**config.mk**
```make
export PLATFORM = sky130hd
export DESIGN_NAME = muldiv_unit
export DESIGN_NICKNAME = d
export VERILOG_FILES = /design/src/rtl/muldiv_unit_pkg.sv /design/src/rtl/muldiv_negate.sv /design/src/rtl/muldiv_unit.sv
export SDC_FILE = /design/constraint.sdc
export NUM_CORES = 1
export LEC_CHECK = 0
export BUFFER_PORTS_ARGS = -buffer_cell sky130_fd_sc_hd__buf_2
export CAP_MARGIN = 0
export CORE_MARGIN = 5
export CORE_UTILIZATION = 60
export CTS_BUF_LIST = sky130_fd_sc_hd__clkbuf_4
export CTS_CLUSTER_SIZE = 30
export DETAILED_ROUTE_END_ITERATION = 6
export PLACE_DENSITY_LB_ADDON = 0.12
export SLEW_MARGIN = 25
export SYNTH_ARGS = -nofsm -noshare
export SYNTH_HDL_FRONTEND = slang
export SYNTH_SLANG_ARGS = --single-unit
```
**constraint.sdc**
```tcl
create_clock -name clk -period 5.9 [get_ports clk]
set_input_delay 1.18 -clock clk [delete_from_list [all_inputs] [get_ports clk]]
set_output_delay 1.18 -clock clk [all_outputs]
set_load 0.1 [all_outputs]
```
**src/rtl/muldiv_unit_pkg.sv**
```systemverilog
// Shared op-code constants, FSM encoding and decode helpers for the RV32M multiply/divide unit.
package muldiv_unit_pkg;

    typedef enum logic [2:0] {
        OP_MUL    = 3'd0,
        OP_MULH   = 3'd1,
        OP_MULHSU = 3'd2,
        OP_MULHU  = 3'd3,
        OP_DIV    = 3'd4,
        OP_DIVU   = 3'd5,
        OP_REM    = 3'd6,
        OP_REMU   = 3'd7
    } op_e;

    typedef enum logic [1:0] {
        ST_IDLE = 2'd0,
        ST_CALC = 2'd1,
        ST_DONE = 2'd2
    } state_e;

    localparam int unsigned ITERS = 32;

    function automatic logic a_signed(input op_e op);
        return (op == OP_MULH) || (op == OP_MULHSU) || (op == OP_DIV) || (op == OP_REM);
    endfunction

    function automatic logic b_signed(input op_e op);
        return (op == OP_MULH) || (op == OP_DIV) || (op == OP_REM);
    endfunction

endpackage

```
**src/rtl/muldiv_negate.sv**
```systemverilog
// Conditional 32-bit two's-complement negate used for operand magnitudes and result signs.
module muldiv_negate (
    input  logic        en,
    input  logic [31:0] din,
    output logic [31:0] dout
);
    assign dout = en ? (~din + 32'd1) : din;
endmodule

```
**src/rtl/muldiv_unit.sv**
```systemverilog
// Iterative RV32M multiply/divide: 32-cycle shift-add multiply and restoring divide on magnitudes.
module muldiv_unit
    import muldiv_unit_pkg::*;
#(
    parameter int XLEN = 32
) (
    input  logic            clk,
    input  logic            rst_n,
    input  logic            req_valid,
    output logic            req_ready,
    input  logic [2:0]      req_op,
    input  logic [XLEN-1:0] req_a,
    input  logic [XLEN-1:0] req_b,
    output logic            resp_valid,
    input  logic            resp_ready,
    output logic [XLEN-1:0] resp_data,
    output logic            resp_zero,
    input  logic            flush
);
    state_e      state_q, state_n;
    op_e         op_q;
    logic [31:0] hi_q, lo_q, b_q, res_q;
    logic [5:0]  cnt_q;
    logic        neg_q, neg_r, special_q;

    op_e         op_in;
    logic        a_sgn, b_sgn, div_zero, div_ovf, accept;
    logic [31:0] a_mag, b_mag, special_res;

    assign op_in    = op_e'(req_op);
    assign a_sgn    = req_a[31] & a_signed(op_in);
    assign b_sgn    = req_b[31] & b_signed(op_in);
    assign div_zero = op_in[2] && (req_b == 32'd0);
    assign div_ovf  = ((op_in == OP_DIV) || (op_in == OP_REM)) &&
                      (req_a == 32'h8000_0000) && (req_b == 32'hFFFF_FFFF);
    assign accept   = (state_q == ST_IDLE) && req_valid && !flush;

    // op[1] distinguishes REM/REMU from DIV/DIVU
    always_comb begin
        special_res = 32'd0;
        if (div_zero)
            special_res = op_in[1] ? req_a : 32'hFFFF_FFFF;
        else if (div_ovf)
            special_res = op_in[1] ? 32'd0 : 32'h8000_0000;
    end

    muldiv_negate u_neg_a (.en(a_sgn), .din(req_a), .dout(a_mag));
    muldiv_negate u_neg_b (.en(b_sgn), .din(req_b), .dout(b_mag));

    // One-bit steps: hi/lo hold product halves or remainder/quotient.
    logic [32:0] mul_sum, div_rs, div_diff;
    assign mul_sum  = {1'b0, hi_q} + (lo_q[0] ? {1'b0, b_q} : 33'd0);
    assign div_rs   = {hi_q, lo_q[31]};
    assign div_diff = div_rs - {1'b0, b_q};

    logic        is_div, is_rem, res_en;
    logic [31:0] res_sel, res_neg, final_res;
    assign is_div  = op_q[2];
    assign is_rem  = op_q[1];
    assign res_sel = is_div ? (is_rem ? hi_q : lo_q) : ((op_q == OP_MUL) ? lo_q : hi_q);
    assign res_en  = is_div ? (is_rem ? neg_r : neg_q) : ((op_q != OP_MUL) && neg_q);

    muldiv_negate u_neg_res (.en(res_en), .din(res_sel), .dout(res_neg));

    // High half of a negated 64-bit product only takes the +1 carry when the low half is zero.
    assign final_res = (!is_div && res_en && (lo_q != 32'd0)) ? ~hi_q : res_neg;

    always_comb begin
        state_n = state_q;
        case (state_q)
            ST_IDLE: if (req_valid) state_n = ST_CALC;
            ST_CALC: if (special_q || (cnt_q == 6'(ITERS))) state_n = ST_DONE;
            ST_DONE: if (resp_ready) state_n = ST_IDLE;
            default: state_n = ST_IDLE;
        endcase
        if (flush) state_n = ST_IDLE;
    end

    always_ff @(posedge clk or negedge rst_n) begin
        if (!rst_n) begin
            state_q   <= ST_IDLE;
            op_q      <= OP_MUL;
            hi_q      <= '0;
            lo_q      <= '0;
            b_q       <= '0;
            res_q     <= '0;
            cnt_q     <= '0;
            neg_q     <= 1'b0;
            neg_r     <= 1'b0;
            special_q <= 1'b0;
        end else begin
            state_q <= state_n;
            if (accept) begin
                op_q      <= op_in;
                hi_q      <= '0;
                lo_q      <= a_mag;
                b_q       <= b_mag;
                cnt_q     <= '0;
                neg_q     <= a_sgn ^ b_sgn;
                neg_r     <= a_sgn;
                special_q <= div_zero || div_ovf;
                res_q     <= special_res;
            end else if (state_q == ST_CALC && !special_q && !flush) begin
                if (cnt_q != 6'(ITERS)) begin
                    cnt_q <= cnt_q + 6'd1;
                    if (is_div) begin
                        if (!div_diff[32]) begin
                            hi_q <= div_diff[31:0];
                            lo_q <= {lo_q[30:0], 1'b1};
                        end else begin
                            hi_q <= div_rs[31:0];
                            lo_q <= {lo_q[30:0], 1'b0};
                        end
                    end else begin
                        hi_q <= mul_sum[32:1];
                        lo_q <= {mul_sum[0], lo_q[31:1]};
                    end
                end else begin
                    res_q <= final_res;
                end
            end
        end
    end

    assign req_ready  = (state_q == ST_IDLE);
    assign resp_valid = (state_q == ST_DONE);
    assign resp_data  = resp_valid ? res_q : '0;
    assign resp_zero  = (resp_data == '0);

endmodule

```
==> impl_summary.log <==
[metrics] cts bufs inserted: 17
[metrics] part of the power in registers: 26.2%
[metrics] post-placement cell count: roughly 2200
[metrics] final net count: 2057
[metrics] time the worst path needs with I/O delays and setup: between 3 and 4 ns
[metrics] fmax: between 200 and 300 MHz
[metrics] proportion of power drawn by the clock network: under 10%
[metrics] Tcrit/Tclk final: 67.2%
[metrics] distinct cell type count after synthesis: 86
[metrics] largest area contributor in the synthesized netlist: sky130_fd_sc_hd__dfrtp_1
[metrics] number of flops mapped to enable cells by yosys: 0
[metrics] fraction of power consumed by combinational cells: 64.3%
[metrics] fillcell total: 2130
[metrics] clock transition time at the flip-flop clock pins of the worst setup and hold paths: between 0.15 and 0.2 ns
[metrics] worst hold margin: 0.342 ns
[metrics] Setup Buffers After CTS: 0
[metrics] XOR/XNOR share of the synthesized area: 6.63%
[metrics] clock skew after layout: 0.0448 ns
[metrics] non-filler cells, final: 2246
[metrics] share of the synthesized area in the top cell type: 25.2%
[metrics] share of the yosys chip area belonging to registers: 25.2%
[metrics] number of buffers between clock root and the deepest sink: 2
[metrics] Critical Path End Type: register
[metrics] Crit Path Category: register to register
[metrics] Final ANT Viol Nets: 0
[metrics] setup repair after global routing missed its margin: no
[metrics] per-instance average area after synthesis: 7.58 um2
[metrics] Routed Wire Length: between 40000 and 50000 um
[metrics] cell area after synthesis: roughly 14000 um2
[metrics] DRC violation total after the first TritonRoute iteration: 1882
[metrics] cells taking the most area after synthesis: sky130_fd_sc_hd__dfrtp_1 25%, sky130_fd_sc_hd__o21ai_0 6.8%, sky130_fd_sc_hd__ha_1 6.2%, sky130_fd_sc_hd__nand2_1 5.4%, sky130_fd_sc_hd__a21oi_1 4.9%
[metrics] number of antenna violations at the first check in global routing: 1
[metrics] ports placed on the boundary: 107
[metrics] # setup viols final: 0
[metrics] worst-case vdd ir drop: around 0.00021 V
[metrics] vias after detailed routing: between 10000 and 15000
[metrics] post-route setup TNS: 0 ns
[metrics] number of max-cap violations: 0
[metrics] number of nets produced by synthesis: 2007
[metrics] proportion of layout cells with a drive suffix above 1: around 11%
[metrics] Final Hold Vio Count: 0
[metrics] count of hold buffers inserted by post-cts repair: 0
[metrics] remaining routing DRC violations: 0
[metrics] register bit total from synthesis: 142
[metrics] clock tree from TritonCTS: done
[metrics] post-detail-place hpwl: around 37000 um
[metrics] number of search-and-repair iterations in the first detailed-routing pass: 6
[metrics] simple-gate area share of the yosys netlist: 24.5%
[metrics] result of the run: finished, final reports clean
[metrics] crit path max fanout: 20
[metrics] number of H-tree levels: 4
[metrics] mux cell area share after synthesis: under 10%
[metrics] kind of launch point of the worst setup path: register
[metrics] Routability Congestion: 1.01
[metrics] combinational family with the most area after synthesis: compound AO/OA/AOI/OAI gates
[metrics] vertical die dimension: 163 um
[metrics] smallest setup slack after layout: 1.93 ns
[metrics] number of cell rows: 56
[metrics] leakage component of the power: 6.60 nW
[metrics] sw frac: 54.4%
[metrics] most used standard cell by instance count after synthesis: sky130_fd_sc_hd__nand2_1
[metrics] Die W: around 160 um
[metrics] utilization after layout: 65.2%
[metrics] commonest register cell after synthesis: sky130_fd_sc_hd__dfrtp_1
[metrics] overall track demand over capacity in global routing: 36.8%
[metrics] Worst-Margin Slew: between 1 and 1.5 ns
[metrics] wire length of the first global-routing pass: 77500 um
[metrics] Syn Inst Count: 1863
[metrics] power density over the cells: 496 nW/um2
[metrics] count of port buffers added during placement: 106
[metrics] sinks on the clock net: 142
[metrics] share of the synthesized area in compound gates (AO/OA/AOI/OAI): between 20% and 30%
[metrics] initial standard-cell utilization of the core: 60.5%
[metrics] total count of max-transition violations in the final report: 0
[metrics] area used by multi-input combinational logic: 9990 um2
[metrics] detailed-route wire length per cell: 22.0 um
[metrics] Root Buffer Master: sky130_fd_sc_hd__clkbuf_4
[metrics] area used by sequential logic in the layout: 3550 um2
[metrics] Psw: 4.10 mW
[metrics] Warnings, synthesis: 0
[metrics] synthesis-to-layout area growth: 7.73%
[metrics] Slew Limit Headroom: a little under a third
[metrics] total internal power: roughly 3.4 mW
[metrics] path class of the lowest-slack min-delay path: input port to async pin
[metrics] async set or reset register ratio after synthesis: 100%
[metrics] top post-synthesis cells by count: 204 x sky130_fd_sc_hd__nand2_1, 192 x sky130_fd_sc_hd__o21ai_0, 171 x sky130_fd_sc_hd__nor2_1
[metrics] post-place setup slack: 1.78 ns
[metrics] largest net degree at the start of global routing: 71
[metrics] Resize count post-CTS: 0
[metrics] worst endpoint data arrival time: 4.46 ns
[metrics] vias per inst: 6.63
[metrics] share of synthesized cell area in full adder, half adder and majority cells: 6.48%
[metrics] clock latency reported for the late side of the worst-skew pair: about 0.62 ns
[metrics] Floorplan Core Area: 23300 um2
[metrics] die footprint: about 27000 um2
[metrics] data required time at the worst endpoint: about 6.4 ns
[metrics] via count of the first global-routing pass: 13900
[metrics] Congestion Overflow GR: 0
==> flip-flops by register name, summed over array words and instances (netlist names) <==
| signal | count |
|---|---|
| b_q | 32 |
| hi_q | 32 |
| lo_q | 32 |
| res_q | 32 |
| cnt_q | 6 |
| op_q | 3 |
| state_q | 2 |
| neg_q | 1 |
| neg_r | 1 |
| special_q | 1 |
==> power by group through the flow <==
stage	registers, mW	clock network, mW	logic, mW
4_1_cts	1.93	0.721	4.74
6_report	1.98	0.717	4.85
5_1_grt	2.00	0.755	5.34
2_1_floorplan	1.59	0	3.81
3_3_place_gp	1.95	0	4.62
3_5_place_dp	1.96	0	4.71
==> worst max-delay path, stage by stage, from the launching register on <==
cell                       delay (ns)
sky130_fd_sc_hd__dfrtp_1         0.76
sky130_fd_sc_hd__and2_1          0.22
sky130_fd_sc_hd__ha_1            0.28
sky130_fd_sc_hd__a21oi_1         0.35
sky130_fd_sc_hd__a21oi_1         0.11
sky130_fd_sc_hd__nor4b_1         0.31
sky130_fd_sc_hd__o31ai_1         0.25
sky130_fd_sc_hd__a211oi_1        0.76
sky130_fd_sc_hd__nor3_1          0.16
sky130_fd_sc_hd__or3_1           0.34
sky130_fd_sc_hd__a32oi_1         0.20
sky130_fd_sc_hd__o21ai_0         0.11
==> final timing paths <==
| path | cells past startpoint | slack (ns) | to | start |
|---|---|---|---|---|
| setup reg to reg | 11 | 1.93 | hi_q[26] | lo_q[0] |
| hold reg to reg | 2 | 0.49 | res_q[12] | res_q[12] |
| setup / recovery | 11 | 1.93 | hi_q[26] | lo_q[0] |
| max in group asynchronous | 2 | 4.42 | special_q | rst_n |
| hold / removal | 1 | 0.34 | lo_q[12] | rst_n |
| min in group clk | 2 | 0.49 | res_q[12] | res_q[12] |
==> cell type report <==
cell class | count | share of cell area, %
sequential | 142 | 23.4
clock buffer | 18 | 0.888
inverter | 66 | 1.63
timing repair buffer | 128 | 4.74
antenna | 1 | 0.0164
multi-input combinational | 1558 | 65.6
tap | 319 | 2.62
clock inverter | 14 | 1.11
==> metrics by stage <==
step | area, um2 | power [mW]
final | 15200 | 7.55
after global routing | 15200 | 8.09
after CTS | 15200 | 7.39
after detailed placement | 14900 | 6.67
after global placement | 14900 | 6.57
after floorplan | 14100 | 5.40
==> cells by family (layout without fill, tap and decap cells) <==
group | Yosys count | in the layout
other cells | 0 | 1
xor+xnor | 107 | 107
fa+ha+maj | 72 | 72
mux | 76 | 76
simple gates | 700 | 700
buf+inv | 163 | 226
flops | 142 | 142
compound gates | 603 | 603
==> cell usage in the layout, fill, tap and decap left out, drive strengths merged, types with 16 or more instances in the layout <==
cell and count:
mux2i 66, o21ai 201, o31ai 25, and2 70, ha 70, dfrtp 142
buf 128, a21oi 138, o21a 17, xor2 52, clkbuf 18, nor3 52
inv 76, a211oi 28, xnor2 55, a21o 22, a31oi 27, or3 20
o211ai 29, nand4 27, nor2 174, nand3 41, or4 16, nand2 204
nor4 25
==> per-layer routing <==
layer	GRT usage [%]	vias to the layer above	wire length, um
met3	8.88	106	5780
met2	54.0	847	20900
met4	11.2	0	1380
met5	0	-	0
met1	53.6	7000	21400
li1	-	6939	-
Power figures use the tool's default switching activity.
